$ cat src/rtl/mosbius_cfg_loader.sv
// Serial configuration front-end for the mini-MOSbius switch matrix.
// A word shifted in over a mode-0 SPI link is applied with a break-before-make gap.
module mosbius_cfg_loader #(
  parameter int CFG_BITS   = 32,
  parameter int BBM_CYCLES = 4
) (
  input  logic                clk,
  input  logic                rst_n,
  input  logic                sck_i,
  input  logic                sdi_i,
  input  logic                cs_n_i,
  output logic                sdo_o,
  output logic [CFG_BITS-1:0] cfg_o,
  output logic                cfg_busy_o,
  output logic                cfg_done_o,
  output logic                cfg_err_o
);

  localparam int CW = $clog2(CFG_BITS + 2);
  localparam int BW = $clog2(BBM_CYCLES + 1);
  localparam logic [CW-1:0] CNT_FULL = CW'(CFG_BITS);
  localparam logic [CW-1:0] CNT_MAX  = CW'(CFG_BITS + 1);
  localparam logic [BW-1:0] BBM_LAST = BW'(BBM_CYCLES - 1);

  typedef enum logic [1:0] {IDLE, SHIFT, BBM, DROP} state_t;

  state_t              state;
  logic [2:0]          sck_sync;
  logic [2:0]          cs_sync;
  logic [1:0]          sdi_sync;
  logic [CFG_BITS-1:0] shift_q;
  logic [CFG_BITS-1:0] cfg_q;
  logic [CW-1:0]       count;
  logic [BW-1:0]       bbm_cnt;

  logic sck_rise;
  logic cs_fall;
  logic cs_rise;

  // Two flops of metastability protection, the third only feeds edge detection.
  always_ff @(posedge clk or negedge rst_n) begin
    if (!rst_n) begin
      sck_sync <= 3'b000;
      cs_sync  <= 3'b111;
      sdi_sync <= 2'b00;
    end else begin
      sck_sync <= {sck_sync[1:0], sck_i};
      cs_sync  <= {cs_sync[1:0], cs_n_i};
      sdi_sync <= {sdi_sync[0], sdi_i};
    end
  end

  assign sck_rise = sck_sync[1] & ~sck_sync[2];
  assign cs_fall  = ~cs_sync[1] & cs_sync[2];
  assign cs_rise  = cs_sync[1] & ~cs_sync[2];

  always_ff @(posedge clk or negedge rst_n) begin
    if (!rst_n) begin
      state      <= IDLE;
      shift_q    <= '0;
      cfg_q      <= '0;
      count      <= '0;
      bbm_cnt    <= '0;
      sdo_o      <= 1'b0;
      cfg_busy_o <= 1'b0;
      cfg_done_o <= 1'b0;
      cfg_err_o  <= 1'b0;
    end else begin
      cfg_done_o <= 1'b0;
      case (state)
        IDLE: begin
          if (cs_fall) begin
            shift_q <= cfg_q;
            sdo_o   <= cfg_q[CFG_BITS-1];
            count   <= '0;
            state   <= SHIFT;
          end
        end
        SHIFT: begin
          // Chip-select release wins over a coincident clock edge.
          if (cs_rise) begin
            sdo_o <= 1'b0;
            if (count == CNT_FULL) begin
              cfg_q      <= '0;
              bbm_cnt    <= '0;
              cfg_busy_o <= 1'b1;
              state      <= BBM;
            end else begin
              cfg_err_o <= 1'b1;
              state     <= IDLE;
            end
          end else if (sck_rise) begin
            shift_q <= {shift_q[CFG_BITS-2:0], sdi_sync[1]};
            sdo_o   <= shift_q[CFG_BITS-2];
            if (count != CNT_MAX) begin
              count <= count + 1'b1;
            end
          end
        end
        BBM: begin
          if (bbm_cnt == BBM_LAST) begin
            cfg_q      <= shift_q;
            cfg_done_o <= 1'b1;
            cfg_err_o  <= 1'b0;
            cfg_busy_o <= 1'b0;
            state      <= cs_sync[1] ? IDLE : DROP;
          end else begin
            bbm_cnt <= bbm_cnt + 1'b1;
          end
        end
        DROP: begin
          // A transfer that began during the gap is discarded.
          if (cs_rise) begin
            cfg_err_o <= 1'b1;
            state     <= IDLE;
          end
        end
        default: state <= IDLE;
      endcase
    end
  end

  assign cfg_o = cfg_q;

endmodule

$ cat config.mk
export PLATFORM = sky130hd
export DESIGN_NAME = mosbius_cfg_loader
export DESIGN_NICKNAME = d
export VERILOG_FILES = /design/src/rtl/mosbius_cfg_loader.sv
export SDC_FILE = /design/constraint.sdc
export NUM_CORES = 1
export LEC_CHECK = 0
export CAP_MARGIN = 20
export CORE_AREA = 2 2 88 90
export CTS_BUF_LIST = sky130_fd_sc_hd__clkbuf_8
export CTS_CLUSTER_DIAMETER = 40
export DETAILED_ROUTE_END_ITERATION = 7
export DIE_AREA = 0 0 90 92
export PLACE_DENSITY_LB_ADDON = 0.25
export SLEW_MARGIN = 20
export SYNTH_ARGS = -nofsm -noshare
export SYNTH_HDL_FRONTEND = slang
export SYNTH_SLANG_ARGS = --single-unit
$ cat constraint.sdc
create_clock -name clk -period 1.6 [get_ports clk]
set_input_delay 0.32 -clock clk [delete_from_list [all_inputs] [get_ports clk]]
set_output_delay 0.32 -clock clk [all_outputs]
set_load 0.02 [all_outputs]
After elaboration in Yosys (flattened, before gate mapping)
Cells that the tools add are included.

storage, ports and cells
  bits in registers = 87
  bits of input ports = 5
  output and inout port bits = 36

operators by class
  $add $sub $neg = 2
  eq/ne operators = 17
  mux-type cells = 38
  bitwise gates (word level) = 6
  reductions and logical operators = 11

operator list
  operator               count
  $mux W32               6
  $pmux W32 S2           2
  $mux W6                4
  $ne A2 B2 Y1 const B   10
  $reduce_and A4 Y1      4
  $mux W2                6
  $pmux W6 S2            1
  $mux W1                11
  $reduce_and A5 Y1      2
  $mux W3                3
  $pmux W2 S4            1
  $add A6 B1 Y6 const B  1
  $eq A6 B6 Y1 const B   1
  $ne A6 B6 Y1 const B   1
  $pmux W3 S2            1
  $eq A2 B2 Y1 const B   2
  $pmux W1 S2            2
  $reduce_bool A2 Y1     2
  $add A3 B1 Y3 const B  1
  $and A1 B1 Y1          3
  $eq A3 B2 Y1 const B   1
  $ne A3 B3 Y1 const B   1
  $not A1 Y1             3
  $pmux W1 S3            1
  4 further kinds        4

Depth between registers and ports, before layout
Gate-level depths: netlist of run 1.

  word-level depth = 5
  depth in mapped cells = 9
  gate-level depth less buffers = 7

Least setup slack after synthesis of run 1
OpenSTA, ideal clock, no wires.

  path kind = register to register
  start = reg bbm_cnt[0]
  end = reg cfg_busy_o
  data arrival time = 1.509 ns
  required time = 1.482 ns
  path slack = -0.027 ns
  cell stages (with the launch flop) = 8
  buffers on the path = 2
  period minus slack after synthesis = 1.627 ns
  path through = dfrtp_1 ha_1 ha_1 inv_1 or3_1 buf_2 clkbuf_1 a21o_1

between the ends
  cells in the longest elaborated chain, start to end = 3

RTL lines
  element                      RTL line  text
  from (decl)                  34        logic [BW-1:0] bbm_cnt;
  from (signal assigned)       108       bbm_cnt <= bbm_cnt + 1'b1;
  $eq A3 B2 Y1                 101       if (bbm_cnt == BBM_LAST) begin
  $ne A2 B2 Y1 (no line)       -
  $reduce_and A4 Y1 (no line)  -
  to (signal assigned)         65        cfg_busy_o <= 1'b0;
  to (signal assigned)         86        cfg_busy_o <= 1'b1;
  to (signal assigned)         105       cfg_busy_o <= 1'b0;
  to (decl)                    14        output logic cfg_busy_o,

No other way between the ends.
A chain may end at the register's enable or synchronous reset.

Final worst setup path of run 1
  start = reg bbm_cnt[0]
  end = reg cfg_q[0] (netlist: cfg_o[0])

between the ends
  cells in the longest elaborated chain, start to end = 3

RTL lines
  element                      RTL line  text
  $eq A3 B2 Y1                 101
  $ne A2 B2 Y1 (no line)       -
  $reduce_and A4 Y1 (no line)  -
  to (signal assigned)         102       cfg_q <= shift_q;
  to (decl)                    32        logic [CFG_BITS-1:0] cfg_q;

No other way between the ends.

==> metrics.md, run 1 <==
| Metric | Value |
|---|---|
| Grt ovf | `0` |
| Leakage | `between 2 and 3 nW` |
| CP max FO | `23` |
| TritonRoute pass-1 iters | `4` |
| Dpl ws | `-0.0816 ns` |
| R2R Setup Slk | `-0.002 ns` |
| Max stage delay on crit path | `~0.40 ns` |
| Worst clock skew | `about 0.015 ns` |
| Net count after synthesis | `~390` |
| CTS tree | `yes` |
| Register share of total power | `a little over 50%` |
| Crit path buf inv count | `2` |
| Synth top area share | `55.6%` |
| Area grow syn2layout | `34.6%` |
| Min-delay worst type | `reg2reg` |
| CTS Sinks | `87` |
| Syn_area_per_cell | `about 10 µm²` |
| Status | `finished, violations left` |
| Worst Hold Path EP | `sck_sync[1]$_DFF_PN0_` |
| Initial antenna violation count | `0` |
| Startpoint Class | `flop` |
| EDFF count, synth | `0` |
| Reg2reg path depth | `7` |
| I/O Buffers | `40` |
| Pin count of the biggest net entering global routing | `33` |
| Slew margin rel. | `75.3%` |
| Most used flip-flop cell after synthesis | `dfrtp_1` |
| GP Congestion | `0.817` |
| DIE AREA | `between 0.008 and 0.009 mm²` |
| Gr usage total | `21.0%` |
| Register area share after synthesis | `between 50% and 60%` |
| Critical Path Slowest Stage Cell | `dfrtp_1` |
| Synth top cells by count | `nand2_1 (106), dfrtp_1 (84), o21ai_0 (71), mux2i_1 (33), buf_2 (16)` |
| Overall power | `4.51 mW` |
| Failing checks | `setup timing` |
| Fin nets | `around 450` |
| Antenna Nets Post-Route | `0` |
| # rows | `32` |
| Placed cell area | `~0.0045 mm²` |
| Req. time, crit path | `approximately 1.9 ns` |
| Worst r2r dst | `cfg_o[0]$_DFFE_PN0P_` |
| Global-route wire length before repair | `approximately 14 mm` |
| Ports | `41` |
| Number of global-route vias before repair | `2889` |
| Largest delay share family, worst path | `simple AND/OR/NAND/NOR gates` |
| Sw Pwr | `between 1 and 1.5 mW` |
| Async S/R FF share, synth | `100%` |
| Hold Path Stages | `0` |
| Detailed Route Iter0 Violations | `148` |
| Hold wc startpoint | `sck_sync[0]$_DFF_PN0_` |
| Comb power frac | `11.4%` |
| Die height | `92 µm` |
| PwrDens | `about 890 mW/mm²` |
| DR vias | `approximately 3000` |
| Peak supply drop | `0.000502 V` |
| Clk pwr share | `between 30% and 40%` |
| Max_cap viols | `0` |
| Cell variety after synth | `34` |
| Crit-path cells | `ha_4, ha_4, inv_2, or3_4, buf_12, nand2_1, o21ai_2` |
| CP endpoint kind | `flop` |
| Via density | `5.47` |
| Reg-to-reg startpoint | `bbm_cnt[0]$_DFFE_PN0P_` |
| Sw frac | `between 20% and 30%` |
| Post-Synthesis Cells | `around 380` |
| H-tree depth | `3` |
| F_max | `0.624 GHz` |
| Clk buf depth | `2` |
| DRC | `0` |
| Final worst path period share | `100%` |
| Clock Latency Late Sink | `between 0.3 and 0.4 ns` |
| CTS Root Buffer Type | `clkbuf_8` |
| DIE WIDTH | `~90 µm` |
| Final Cell Area | `~0.0051 mm²` |
| Count of final hold-check violations | `0` |
| WP data arrival | `about 1.9 ns` |
| Slew Viols, Final | `0` |
| Leading area contributor after synthesis | `dfrtp_1` |
| Cell internal pwr | `3.40 mW` |
| Final Non-Filler Cells | `approximately 550` |
| CTS Buf Count | `9` |
| Avg WL per Cell | `between 15 and 20 µm` |
| Core box area | `about 0.0074 mm²` |
| Most used cell, CP | `ha_4` |
| DP HPWL | `5.32 mm` |
| Post-layout min period | `1.60 ns` |
| Yosys reg bits | `87` |
| Layout cell share with drive strength beyond 1 | `about a quarter` |
| Cell with the most instances after synthesis | `nand2_1` |
| Final worst slack | `-0.00161 ns` |
| Placed Cells incl. Taps | `approximately 530` |
| Initial Util | `50.8%` |
| Detailed Route WL | `between 8 and 9 mm` |
| Synth Cell Area | `around 0.0038 mm²` |
| Yosys warnings | `0` |
| Worst-path clk slew | `roughly 0.080 ns` |
| Worst Setup Path Type | `reg2reg` |
| Worst path depth | `7` |
| Worst-margin pin slew | `0.370 ns` |
| RSZ-0062 raised after global routing | `true` |
| Area contributors post-synth | `dfrtp_1 (56%), nand2_1 (11%), o21ai_0 (9.4%)` |
| Final setup violating endpoints | `1` |
| Number of diodes | `0` |
## area by class of cell
class                      instances  area, µm²
clock buffer                      10        138
clock inverter                     6       85.1
fill                             577       2360
inverter                           7       38.8
multi-input combinational        256       1670
sequential                        87       2180
tap                              102        128
timing repair buffer              80        846
## how the worst max path moves through the flow
stage                                start                      to  slack (ns)
global route        bbm_cnt[0]$_DFFE_PN0P_    cfg_o[1]$_DFFE_PN0P_       -0.06
CTS                 bbm_cnt[1]$_DFFE_PN0P_   cfg_o[24]$_DFFE_PN0P_       -0.01
finish              bbm_cnt[0]$_DFFE_PN0P_    cfg_o[0]$_DFFE_PN0P_      -0.002
detailed placement  bbm_cnt[1]$_DFFE_PN0P_   cfg_o[24]$_DFFE_PN0P_       -0.08
global placement      count[3]$_DFFE_PN0P_    count[0]$_DFFE_PN0P_       -0.04
floorplan           bbm_cnt[0]$_DFFE_PN0P_  cfg_busy_o$_DFFE_PN0P_       0.005
## cell usage in the layout, fill, tap and decap left out, types with 2 or more instances in the layout
cell type,n
nand2_2,17
nor2_1,3
o21ai_1,23
o21ai_2,6
dfrtp_1,83
nand2_4,4
buf_6,8
nand2b_4,2
or3_4,2
ha_1,3
inv_1,6
buf_12,7
o41ai_2,2
dfstp_2,3
o31ai_4,2
a21o_1,2
clkbuf_16,3
and3_1,2
nand2_1,85
nand3_1,3
buf_4,21
clkbuf_8,10
clkdlybuf4s50_1,3
dlygate4sd2_1,36
o21ai_0,46
bufinv_16,2
o22ai_1,2
mux2i_1,33
ha_4,2
## per-stage QoR
| stage | setup TNS, ns | utilization [%] | hold slack (ns) |
|---|---|---|---|
| 2_1_floorplan | 0 | - | 0.0244 |
| 3_3_place_gp | -0.496 | 60.5 | 0.263 |
| 4_1_cts | -0.0260 | 64.4 | 0.355 |
| 5_1_grt | -0.770 | 68.4 | 0.367 |
| 3_5_place_dp | -1.41 | 60.5 | 0.262 |
| 6_report | -0.00161 | 68.4 | 0.354 |
## sequential cells by signal (all words and copies together), names as in the netlist
| register | flops |
|---|---|
| cs_sync | 3 |
| state | 2 |
| cfg_done_o | 1 |
| count | 6 |
| shift_q | 32 |
| cfg_o | 32 |
| bbm_cnt | 3 |
| sck_sync | 3 |
| cfg_busy_o | 1 |
| sdo_o | 1 |
| cfg_err_o | 1 |
| sdi_sync | 2 |
## power by group through the flow
stage	Combinational [mW]	Sequential [mW]	Clock [mW]
2_1_floorplan	0.245	2.36	0
3_3_place_gp	0.454	2.34	0
3_5_place_dp	0.465	2.35	0
4_1_cts	0.480	2.31	1.71
5_1_grt	0.574	2.32	1.82
6_report	0.512	2.31	1.69
## timing repair
action                                  in CTS  in global routing
pin swaps                                    1                 18
resized for setup                           60                 77
hold buffers                                 1                  0
cloned                                       1                  3
endpoints found under the setup margin      91                 67
setup buffers                                0                  2
endpoints found under the hold margin       21                  0
## metal layers
metal	part of all wire, %	vias to the layer above	track usage [%]	routed length [µm]
li1	-	1399	-	-
met1	45	1504	28.0	3940
met2	50	81	34.6	4370
met3	3.4	11	3.20	299
met4	1.4	0	8.46	125
met5	0	-	0	0
## cells by family after synthesis
family	share of synthesized area [%]
adder cells (fa/ha/maj)	1.65
AND/OR/NAND/NOR	14.3
multiplexers	9.03
AO/OA/AOI/OAI	13.3
flip-flops	57.6
buffers and inverters	4.10
(Power assumes the default switching activity.)
==> run 2: changes to the inputs <==
Settings changed: REMOVE_ABC_BUFFERS from default to 1.
==> run 2 against run 1 <==
Against the previous run:
- the flow still finishes with violations (setup timing)
- via count is 0.73% higher
- setup slack worse by 0.070 ns
- final cell count is 0.18% higher
- global-route usage is 1.4 points lower
- critical path depth is 1 higher
- clock power is 3% higher
- critical path type unchanged
- largest power group unchanged
==> metrics.md, run 2 (synthesized netlist as in run 1, its figures left out) <==
| Metric | Value |
|---|---|
| Comb power frac | `10.8% (-0.6 points)` |
| WP data arrival | `1.93 ns (+0.08 ns)` |
| Global-route wire length before repair | `13.2 mm (-5.8%)` |
| Crit path to | `cfg_o[0]$_DFFE_PN0P_` |
| Number of global-route vias before repair | `2793 (-3.3%)` |
| Max_cap viols | `0 (unchanged)` |
| Min-delay worst type | `in2async` |
| Crit-path cells | `ha_2, ha_4, inv_2, or3_4, clkinv_8, clkbuf_16, nand2_1, o21ai_1` |
| F_max | `0.598 GHz (-4.2%)` |
| Reg-to-reg startpoint | `bbm_cnt[0]$_DFFE_PN0P_` |
| Register share of total power | `51.0% (-0.3 points)` |
| Startpoint Class | `flop` |
| CTS Sinks | `87 (unchanged)` |
| Number of diodes | `0 (unchanged)` |
| Reg2reg path depth | `8 (+1)` |
| Die height | `92 µm (unchanged)` |
| Worst r2r dst | `cfg_o[0]$_DFFE_PN0P_` |
| H-tree depth | `3 (unchanged)` |
| Area grow syn2layout | `35.2%` |
| Clk buf depth | `2 (unchanged)` |
| # fillers | `572 (-0.87%)` |
| # rows | `32 (unchanged)` |
| Avg WL per Cell | `17.2 µm (+8.1%)` |
| CTS Root Buffer Type | `clkbuf_8` |
| Peak supply drop | `0.000530 V (+5.7%)` |
| DR vias | `3017 (+0.73%)` |
| Worst clock skew | `0.0136 ns (-0.00151 ns)` |
| Critical Path Slowest Stage Cell | `or3_4` |
| PwrDens | `892 mW/mm² (+0.68%)` |
| Clock Latency Late Sink | `0.35 ns (about the same)` |
| TritonRoute pass-1 iters | `4 (unchanged)` |
| Grt ovf | `0 (unchanged)` |
| Initial Util | `50.8% (unchanged)` |
| CP max FO | `8 (-65%)` |
| Commonest cells after routing, fill and taps aside | `nand2_1 (85), dfrtp_1 (84), o21ai_0 (40)` |
| Placed Cells incl. Taps | `519 (-1.1%)` |
| Crit path buf inv count | `3 (+1)` |
| Post-layout min period | `1.67 ns (+0.0696 ns)` |
| Failing checks | `setup timing` |
| Via density | `5.50 (+0.55%)` |
| Worst-path clk slew | `0.09 ns (about the same)` |
| Worst Setup Path Type | `reg2reg` |
| Ports | `41 (unchanged)` |
| Clk pwr share | `38.2% (+0.8 points)` |
| Worst-margin pin slew | `0.313 ns (-0.0573 ns)` |
| CTS tree | `yes` |
| Sw Pwr | `1.15 mW (+3.7%)` |
| RSZ-0062 raised after global routing | `true` |
| Layout cell share with drive strength beyond 1 | `25.3% (+1.1 points)` |
| Slew Viols, Final | `0 (unchanged)` |
| Worst path depth | `8 (+1)` |
| DIE WIDTH | `90 µm (unchanged)` |
| Overall power | `4.56 mW (+1.1%)` |
| I/O Buffers | `40 (unchanged)` |
| Pin count of the biggest net entering global routing | `58 (+76%)` |
| DIE AREA | `0.00828 mm² (unchanged)` |
| Final worst slack | `-0.0712 ns (-0.0696 ns)` |
| Core box area | `0.00745 mm² (unchanged)` |
| GP Congestion | `0.811 (-0.73%)` |
| Largest delay share family, worst path | `simple AND/OR/NAND/NOR gates` |
| Most common cell after layout, fill and taps aside | `nand2_1` |
| Slew margin rel. | `79.1% (+3.8 points)` |
| DRC | `0 (unchanged)` |
| Antenna Nets Post-Route | `0 (unchanged)` |
| Gr usage total | `19.6% (-1.4 points)` |
| CTS Buf Count | `9 (unchanged)` |
| Max stage delay on crit path | `0.40 ns (about the same)` |
| Multi-input gate area | `0.00164 mm² (-1.9%)` |
| Detailed Route Iter0 Violations | `204 (+38%)` |
| Leakage | `2.54 nW (+1.4%)` |
| Req. time, crit path | `1.86 ns (about the same)` |
| Setup crit start | `bbm_cnt[0]$_DFFE_PN0P_` |
| Initial antenna violation count | `0 (unchanged)` |
| Detailed Route WL | `9.45 mm (+8.3%)` |
| CP endpoint kind | `flop` |
| Sw frac | `25.3% (+0.63 points)` |
| Final setup violating endpoints | `1 (unchanged)` |
| Cell internal pwr | `3.41 mW (+0.28%)` |
| Seq. cell area | `0.00218 mm² (about the same)` |
| Count of final hold-check violations | `0 (unchanged)` |
| Fin nets | `452 (+0.22%)` |
| DP HPWL | `4.86 mm (-8.6%)` |
| R2R Setup Slk | `-0.07 ns (-0.07 ns)` |
| Final worst path period share | `104% (+4.3 points)` |
| Status | `finished, violations left` |
| Final Non-Filler Cells | `549 (+0.18%)` |
==> run 2: changes by cell type in the layout (fill, tap and decap cells not counted), sizes merged <==
cell          before  now
clkbuf            13   17
buf               37   34
dlygate4sd2       36   35
dlymetal6s2s       0    1
==> run 2: worst min path at each step <==
stage / from / end / slack, ns / cells past startpoint
6_report: rst_n / count[2]$_DFFE_PN0P_ / 0.35 / 2
4_1_cts: rst_n / count[2]$_DFFE_PN0P_ / 0.34 / 2
2_1_floorplan: rst_n / bbm_cnt[0]$_DFFE_PN0P_ / 0.02 / 0
3_3_place_gp: rst_n / count[2]$_DFFE_PN0P_ / 0.17 / 1
5_1_grt: cs_sync[0]$_DFF_PN1_ / cs_sync[1]$_DFF_PN1_ / 0.36 / 0
3_5_place_dp: rst_n / count[2]$_DFFE_PN0P_ / 0.17 / 1
==> run 2: metrics by stage <==
step	setup TNS [ns]	hold slack, ns	setup WS (ns)	util, %	area [µm²]
finish	-0.0712	0.346	-0.0712	68.7	5110
global route	-1.02	0.362	-0.131	68.7	5110
CTS	0	0.342	0.000145	63.5	4730
detailed placement	-0.441	0.169	-0.121	60.2	4480
global placement	0	0.165	0.00499	60.2	4480
floorplan	-52.12	0.0244	-1.08	-	3650
==> run 2: what timing repair did <==
item	4_1_cts	5_1_grt
endpoints found under the hold margin	9	0
buffers inserted	1	3
hold buffers	1	0
pin swaps	1	9
setup endpoints to repair	73	71
resized for setup	46	82
gates cloned	0	9
==> run 2: power groups by stage <==
stage	combinational, mW	clock (mW)	sequential, mW
after floorplan	0.226	0	2.36
after global placement	0.408	0	2.36
after detailed placement	0.418	0	2.36
after CTS	0.434	1.75	2.32
after global routing	0.543	1.85	2.33
final	0.492	1.74	2.33
==> run 2: cell type report <==
cell class | count | share of cell area (%)
clock buffers | 10 | 2.69
inverters | 7 | 0.759
flip-flops and latches | 87 | 42.6
clock inverters | 6 | 1.81
well taps | 102 | 2.50
multi-input cells | 256 | 32.1
repair buffers | 81 | 17.5
==> run 2: routing by layer <==
| layer | part of all wire (%) | global-route usage, % |
|---|---|---|
| met1 | 44 | 27.0 |
| met5 | 0 | 0 |
| met4 | 1.0 | 5.77 |
| met3 | 3.8 | 3.29 |
| met2 | 51 | 32.3 |
